<file path="config.mk">
export PLATFORM = sky130hd
export DESIGN_NAME = fetch_unit
export DESIGN_NICKNAME = d
export VERILOG_FILES = /design/src/rtl/fetch_unit.sv
export SDC_FILE = /design/constraint.sdc
export NUM_CORES = 1
export LEC_CHECK = 0
export CAP_MARGIN = 20
export CORE_UTILIZATION = 54
export CTS_CLUSTER_DIAMETER = 100
export CTS_CLUSTER_SIZE = 25
export DETAILED_ROUTE_END_ITERATION = 8
export GPL_TIMING_DRIVEN = 0
export HOLD_SLACK_MARGIN = 0.02
export PLACE_DENSITY = 0.82
export SLEW_MARGIN = 40
export SYNTH_ARGS = -nofsm -noshare
export SYNTH_HDL_FRONTEND = slang
export SYNTH_SLANG_ARGS = --single-unit
</file>
<file path="constraint.sdc">
create_clock -name clk -period 2.74 [get_ports clk]
set_input_delay 0.411 -clock clk [delete_from_list [all_inputs] [get_ports clk]]
set_output_delay 0.411 -clock clk [all_outputs]
set_load 0.02 [all_outputs]
</file>
<file path="src/rtl/fetch_unit.sv">
// Instruction-fetch stage: owns the PC, requests words from instruction memory
// and loads the IF/ID register. Define FETCH_HLT_DETECT_EN to stop fetching on HLT.
module fetch_unit #(
  parameter logic [15:0] RESET_PC = 16'h0000
) (
  input  logic        clk,
  input  logic        rst,
  input  logic        Stall,
  input  logic        PCDisrupt,
  input  logic [15:0] PCBranch,
  output logic        IMem_Req,
  output logic [15:0] IMem_Addr,
  input  logic        IMem_Ack,
  input  logic [15:0] IMem_Data,
  output logic [15:0] IFID_Instruction,
  output logic [15:0] IFID_PC,
  output logic        IFID_Valid,
  output logic        Halted,
  output logic [15:0] Fetch_Count,
  output logic [1:0]  dbg_state
);

  // Memory handshake: a request is presented while IMem_Req=1 with IMem_Addr
  // held constant; it completes on the first rising edge where IMem_Ack=1, and
  // IMem_Data is only meaningful in that cycle. There is no back-pressure on
  // the response side.

  typedef enum logic [1:0] {
    S_FETCH  = 2'd0,
    S_HOLD   = 2'd1,
    S_SQUASH = 2'd2,
    S_HALT   = 2'd3
  } state_t;

  state_t      state_q, state_d;
  logic [15:0] pc_q, pc_d;
  logic [15:0] hold_q, hold_d;
  logic [15:0] redir_q, redir_d;
  logic [15:0] instr_q, instr_d;
  logic [15:0] ifid_pc_q, ifid_pc_d;
  logic        valid_q, valid_d;
  logic        halted_q, halted_d;
  logic [15:0] count_q, count_d;
  logic        deliver;
  logic [15:0] deliver_word;

  always_ff @(posedge clk or negedge rst) begin
    if (!rst) begin
      state_q   <= S_FETCH;
      pc_q      <= RESET_PC;
      hold_q    <= 16'h0000;
      redir_q   <= 16'h0000;
      instr_q   <= 16'h0000;
      ifid_pc_q <= 16'h0000;
      valid_q   <= 1'b0;
      halted_q  <= 1'b0;
      count_q   <= 16'h0000;
    end else begin
      state_q   <= state_d;
      pc_q      <= pc_d;
      hold_q    <= hold_d;
      redir_q   <= redir_d;
      instr_q   <= instr_d;
      ifid_pc_q <= ifid_pc_d;
      valid_q   <= valid_d;
      halted_q  <= halted_d;
      count_q   <= count_d;
    end
  end

  always_comb begin
    state_d      = state_q;
    pc_d         = pc_q;
    hold_d       = hold_q;
    redir_d      = redir_q;
    instr_d      = instr_q;
    ifid_pc_d    = ifid_pc_q;
    valid_d      = valid_q;
    halted_d     = halted_q;
    count_d      = count_q;
    deliver      = 1'b0;
    deliver_word = IMem_Data;

    case (state_q)
      S_FETCH: begin
        if (PCDisrupt) begin
          valid_d = 1'b0;
          if (IMem_Ack) begin
            pc_d = PCBranch;
          end else begin
            // The in-flight request cannot be withdrawn; remember the target.
            redir_d = PCBranch;
            state_d = S_SQUASH;
          end
        end else if (Stall) begin
          if (IMem_Ack) begin
            hold_d  = IMem_Data;
            state_d = S_HOLD;
          end
        end else if (IMem_Ack) begin
          deliver      = 1'b1;
          deliver_word = IMem_Data;
        end else begin
          valid_d = 1'b0;
        end
      end
      S_HOLD: begin
        if (PCDisrupt) begin
          pc_d    = PCBranch;
          valid_d = 1'b0;
          state_d = S_FETCH;
        end else if (!Stall) begin
          deliver      = 1'b1;
          deliver_word = hold_q;
          state_d      = S_FETCH;
        end
      end
      S_SQUASH: begin
        valid_d = 1'b0;
        if (IMem_Ack) begin
          pc_d    = PCDisrupt ? PCBranch : redir_q;
          state_d = S_FETCH;
        end else if (PCDisrupt) begin
          redir_d = PCBranch;
        end
      end
      S_HALT: begin
        if (PCDisrupt) begin
          halted_d = 1'b0;
          pc_d     = PCBranch;
          valid_d  = 1'b0;
          state_d  = S_FETCH;
        end else if (!Stall) begin
          valid_d = 1'b0;
        end
      end
      default: state_d = S_FETCH;
    endcase

    if (deliver) begin
      instr_d   = deliver_word;
      ifid_pc_d = pc_q;
      valid_d   = 1'b1;
      count_d   = count_q + 16'd1;
`ifdef FETCH_HLT_DETECT_EN
      // HLT leaves the PC pointing at itself so a restart is unambiguous.
      if (deliver_word[15:12] == 4'hF) begin
        state_d  = S_HALT;
        halted_d = 1'b1;
      end else begin
        pc_d = pc_q + 16'd2;
      end
`else
      pc_d = pc_q + 16'd2;
`endif
    end
  end

  assign IMem_Req         = rst && ((state_q == S_FETCH) || (state_q == S_SQUASH));
  assign IMem_Addr        = pc_q;
  assign IFID_Instruction = instr_q;
  assign IFID_PC          = ifid_pc_q;
  assign IFID_Valid       = valid_q;
  assign Halted           = halted_q;
  assign Fetch_Count      = count_q;
  assign dbg_state        = state_q;

endmodule

</file>
==> summary.txt, run 1 <==
Global route
  • Met3 Usage GRT: under 10%
  • GRT Resource Usage Total: 25.51%
  • Met1 Track Usage GR: a little over a third
  • Via count of the first global-routing pass: roughly 3400
  • GR Util met2: 39.95%
  • GRT Residual Overflow: 0
  • Busiest layer in global routing: met2
  • Largest net degree at the start of global routing: 67
  • Initial antenna violation count: 0
  • First-pass GRT wire length: around 17 mm

Floorplanning
  • Core footprint: between 0.007 and 0.008 mm^2
  • Die W: between 90 and 100 um
  • Die Footprint: ~0.0087 mm^2
  • Initial Utilization: between 50% and 60%
  • Standard-cell row count: 32
  • IO Count: approximately 110
  • Die H: 93.29 um

Layout
  • Design area: roughly 0.006 mm^2
  • Number of fill cells: 534
  • Final Instance Count excl. Fillers: 630
  • Share of cells above drive strength 1: around 15%
  • Area occupied by multi-input gates: about 0.0019 mm^2
  • Nets: approximately 560
  • Final design utilization: 75.71%
  • Inserted Diodes: 0
  • Sequential cell area: 0.002477 mm^2
  • Layout Area Growth over Synthesis: 32.69%

Clock tree
  • Worst skew pair latency: 0.36 ns
  • Post_cts resized: 0
  • CTS Sinks: between 90 and 100
  • Post-CTS Setup Bufs: 0
  • H-tree Lvls: 3
  • CTS root buffer: clkbuf_8
  • CTS Buf Count: 9
  • Max clock buf depth: 2
  • CTS tree: built
  • CTS clk-pin slew, worst paths: approximately 0.10 ns

Logic synthesis
  • Synth area leaders: dfrtp_1 55%, mux2_2 7.8%, nand2_1 6.3%
  • Top-count cell post-synth: dfrtp_1
  • EDFF count, synth: 0
  • Synthesized cell area: between 0.004 and 0.005 mm^2
  • Average size of a mapped cell: around 11 um^2
  • Syn_nets: 444
  • Dominant cell type by area after synthesis: dfrtp_1
  • Most instantiated cells after synthesis: 99 x dfrtp_1, 76 x nand2_1, 31 x mux2_2
  • Library cells used by synthesis: 45
  • Mux contribution to synthesized area: 14.29%
  • Post-synth ARST share: 100.0%
  • Simple-gate share of the synthesized area: about 14%
  • Post-synth top area share: between 50% and 60%
  • Yosys warnings: 0
  • Ys flop type: dfrtp_1
  • Seq/Total Area, Yosys: ~55%
  • Synthesized-area fraction occupied by adder cells: less than 1%
  • Post-Synth XOR/XNOR Area: 3.698%
  • Synthesized instance count: around 410
  • Synth Area in Compound Gates: under 10%
  • Largest family of logic cells by synthesized area: multiplexers
  • Synthesis-stage register bit count: 99

Setup path
  • Worst R2R Path Depth: 6
  • Worst Path Arrival: 2.13 ns
  • Worst R2R Setup Slack: ~0.88 ns
  • Critical Path Sink: IMem_Req
  • Critical Path Fanout Max: 33
  • Worst Setup SP: rst
  • Worst path required time: between 2 and 2.5 ns
  • Worst reg2reg path endpoint: redir_q[7]
  • Critical Path End Type: primary output
  • Setup CP Type: in2out
  • Worst r2r src: dbg_state[0]
  • Crit path launch type: input port

Power and ir drop
  • Static leakage: around 0.0026 uW
  • VDD IR-drop max: roughly 350 uV
  • Pwr dens: roughly 760 mW/mm^2

Outcome
  • Run status: finished clean

Drt
  • Remaining DRCs: 0
  • Iter 0 DRT Violations: ~140
  • Vias/cell: 5.541
  • Average wire per standard cell: approximately 16 um
  • Vias: 3491
  • Remaining antenna violation count: 0
  • Router iterations before antenna repair: 4
  • Routed wire length: ~10 mm

Timing
  • Max Fclk: approximately 0.39 GHz
  • Hold Slack: between 0.2 and 0.3 ns
  • Clk_skew: approximately 0.0074 ns
  • Post-route minimum period: between 2 and 3 ns
  • Fin. max-slew vios: 0
  • Final worst path period share: slightly above 90%
  • RSZ-0062 raised after global routing: false
  • TNS Setup: 0 ns
  • Final Hold Viols: 0
  • Final setup viols: 0

Worst hold path
  • Hold Crit Class: in2reg

Placement
  • IO buf count: roughly 100
  • DP Cell Count: roughly 600
  • Global placer's final weighted congestion: just over 0.9
  • Post-DP HPWL: just over 7 mm
  • Post-DP Area: 0.005692 mm^2

Job
  • Max-Cap Viols: 0
-- cells by family after synthesis --
kind of cell | Yosys count
other | 1
AND/OR/NAND/NOR | 137
flip-flops | 99
multiplexers | 60
buffers and inverters | 25
AO/OA/AOI/OAI | 62
XOR/XNOR | 19
adder cells (fa/ha/maj) | 2
-- registers in the layout, indices dropped and copies added (netlist names) --
register / cells
IFID_Valid: 1
IFID_PC: 16
dbg_state: 2
redir_q: 16
hold_q: 16
IFID_Instruction: 16
Fetch_Count: 16
IMem_Addr: 16
-- what timing repair did --
item,CTS,global route
hold buffers,2,0
endpoints found under the setup margin,0,1
hold endpoints to repair,34,0
-- how the worst min path moves through the flow --
stage                           start               to  slack (ns)  cells past startpoint
final                       PCDisrupt     dbg_state[1]        0.27                      2
after global routing        PCDisrupt     dbg_state[1]        0.27                      2
after CTS                   PCDisrupt     dbg_state[1]        0.26                      2
after detailed placement          rst  Fetch_Count[10]        0.30                      1
after global placement    IFID_PC[12]      IFID_PC[12]        0.46                      2
after floorplan                   rst   Fetch_Count[0]        0.12                      0
-- where the power goes --
group	internal [uW]	switching, uW
sequential	1800	267
combinational	717	700
clock	541	513
-- placed cells by master, fill, tap and decap left out, types with 9 or more instances in the layout --
master / count
dfrtp_1: 99
mux2_2: 31
nand3_1: 10
buf_2: 9
nand2_1: 76
o21ai_0: 10
clkdlybuf4s50_1: 102
mux2i_1: 26
o21ai_1: 11
clkbuf_8: 10
xnor2_1: 16
a21oi_1: 12
nor2_1: 17
-- cell type report --
type	count	area share, %
Buffer	22	2.451
Clock buffer	10	2.305
Clock inverter	6	1.467
Inverter	3	0.1886
Multi-Input combinational cell	281	31.24
Sequential cell	99	41.48
Tap cell	102	2.137
Timing Repair Buffer	107	18.73
-- per-stage QoR --
stage | power [uW] | setup slack, ns
6_report | 4534 | 0.2002
3_5_place_dp | 3493 | 0.3505
4_1_cts | 4550 | 0.07254
3_3_place_gp | 3440 | -2.762
5_1_grt | 4760 | 0.1188
2_1_floorplan | 2786 | 1.020
-- worst max-delay path, stage by stage --
cell,delay (ns)
dlygate4sd3_1,0.57
buf_8,0.15
buf_16,0.19
nor2b_1,0.17
clkdlybuf4s50_1,0.61
-- metal layers --
metal | up-vias | share of wire (%)
li1 | 1644 | -
met1 | 1707 | 44
met2 | 129 | 49
met3 | 11 | 6.1
met4 | 0 | 1.1
met5 | - | 0
No activity file was read; power rests on OpenSTA's default activity.
==> run 2, diff against run 1 <==
- CORE_ASPECT_RATIO: unset -> 1.4
==> summary.txt, run 2 (synthesized netlist as in run 1, its figures left out) <==
Floorplanning
  • Die W: between 70 and 80 um
  • IO Count: ~110
  • Die H: 110.0 um
  • Core footprint: between 0.008 and 0.009 mm^2
  • Initial Utilization: roughly 56%
  • Die Footprint: approximately 0.0087 mm^2
  • Standard-cell row count: 39

Layout
  • Final Instance Count excl. Fillers: between 600 and 700
  • Number of fill cells: around 590
  • Area occupied by multi-input gates: approximately 0.0019 mm^2
  • Share of cells above drive strength 1: between 10% and 20%
  • Nets: about 560
  • Final design utilization: 74.68%
  • Most common cell after layout, fill and taps aside: clkdlybuf4s50_1
  • Inserted Diodes: 0
  • Sequential cell area: 0.002477 mm^2
  • Layout Area Growth over Synthesis: 34.42%
  • Most frequent cells in the layout: 102 x clkdlybuf4s50_1, 99 x dfrtp_1, 76 x nand2_1

Setup path
  • Bufs and invs on worst path: 4
  • Crit-path cells: dlygate4sd3_1 -> buf_8 -> buf_16 -> nor2b_1 -> clkdlybuf4s50_1
  • Worst reg2reg path endpoint: IMem_Addr[10]
  • Worst r2r src: IMem_Addr[3]
  • Delay-heaviest family, CP: buffers and inverters
  • Crit path launch type: input port
  • CP max stage cell: clkdlybuf4s50_1
  • Critical Path End Type: primary output
  • Critical Path Fanout Max: slightly above 60
  • Worst R2R Path Depth: 5
  • Setup CP Type: in2out
  • Critical path's largest stage delay: roughly 0.61 ns
  • Worst Path Arrival: 2.19 ns
  • Worst path required time: 2.33 ns
  • Worst R2R Setup Slack: roughly 0.85 ns

Worst hold path
  • Hold Crit Endpoint: dbg_state[1]
  • WHS Path Cells: 2
  • Min-Delay Startpoint: PCDisrupt
  • Hold Crit Class: in2reg

Clock tree
  • Post-CTS Setup Bufs: 0
  • Worst skew pair latency: 0.34 ns
  • CTS Buf Count: 9
  • CTS root buffer: clkbuf_16
  • H-tree Lvls: 3
  • CTS tree: built
  • Post_cts resized: 0
  • CTS Sinks: ~100
  • Max clock buf depth: 2
  • CTS clk-pin slew, worst paths: roughly 0.060 ns

Drt
  • Iter 0 DRT Violations: between 150 and 200
  • Remaining antenna violation count: 0
  • Remaining DRCs: 0
  • Average wire per standard cell: ~17 um
  • Routed wire length: roughly 11 mm
  • Vias/cell: approximately 5.7
  • Router iterations before antenna repair: 7
  • Vias: 3570

Outcome
  • Run status: finished clean

Timing
  • Final worst path period share: 94.75%
  • Slew margin rel.: approximately two thirds
  • Clk_skew: 0.005082 ns
  • Final setup viols: 0
  • RSZ-0062 raised after global routing: false
  • Post-route minimum period: 2.596 ns
  • Worst-Margin Slew: between 0.5 and 0.6 ns
  • Max Fclk: 0.3852 GHz
  • Final Hold Viols: 0
  • Fin. max-slew vios: 0
  • Hold Slack: 0.3003 ns

Placement
  • DP Cell Count: between 600 and 700
  • IO buf count: around 100
  • Post-DP HPWL: roughly 7.6 mm
  • Global placer's final weighted congestion: between 0.8 and 0.9

Job
  • Max-Cap Viols: 0

Power and ir drop
  • Pwr dens: between 800 and 900 mW/mm^2
  • Static leakage: 0.002590 uW
  • VDD IR-drop max: approximately 450 uV

Global route
  • First-pass GRT wire length: 17.30 mm
  • Initial antenna violation count: 0
  • GRT Resource Usage Total: a little over a quarter
  • GRT Residual Overflow: 0
  • Largest net degree at the start of global routing: 63
  • Via count of the first global-routing pass: 3458
-- run 2: changes by cell type in the layout (fill, tap and decap cells not counted), sizes merged --
cell  previous run  this run
inv              4         3
-- run 2: what timing repair did --
item | CTS | global route
hold endpoints to repair | 38 | 0
hold buffers | 2 | 0
setup endpoints to repair | 0 | 0
-- run 2: worst register-to-register path, stage by stage (launching register included) --
cell     delay [ns]
dfrtp_1        0.48
nand4_1        0.22
nor3_1         0.47
nand2_1        0.15
xnor2_1        0.15
a221o_1        0.31
-- run 2: layer usage --
metal	wire (um)	track usage, %	up-vias
met2	5678	45.57	150
met4	233	11.43	0
li1	-	-	1643
met1	4329	32.25	1752
met3	617	5.432	25
met5	0	0	-
-- run 2: stage by stage --
stage / setup slack [ns] / instance area (um^2) / TNS [ns] / total power (uW)
floorplan: 1.020 / 4501 / 0 / 2786
global placement: -2.777 / 5659 / -239.35 / 3438
detailed placement: 0.4577 / 5692 / 0 / 3504
CTS: 0.1234 / 6050 / 0 / 4891
global route: 0.04968 / 6050 / 0 / 5085
finish: 0.1438 / 6050 / 0 / 4867
-- run 2: power by group --
group	internal (uW)	switching, uW	leakage [uW]
Sequential	1800	272	0.00122
Clock	845	529	0.000165
Combinational	713	708	0.00120
Total	3360	1510	0.00259
-- run 2: area by class of cell --
type	instances	area share, %
timing repair buffer	106	18.08
clock inverter	5	1.241
sequential	99	40.95
inverter	3	0.1861
buffer	22	2.420
tap	102	2.110
clock buffer	11	4.178
multi-input combinational	281	30.84
-- run 2: how the worst max path moves through the flow --
stage	start	end	slack, ns	cells past startpoint
2_1_floorplan	dbg_state[0]	redir_q[12]	1.02	6
3_3_place_gp	rst	IMem_Req	-2.78	3
3_5_place_dp	Stall	IFID_Instruction[3]	0.46	7
4_1_cts	rst	IMem_Req	0.12	5
5_1_grt	rst	IMem_Req	0.05	5
6_report	rst	IMem_Req	0.14	5
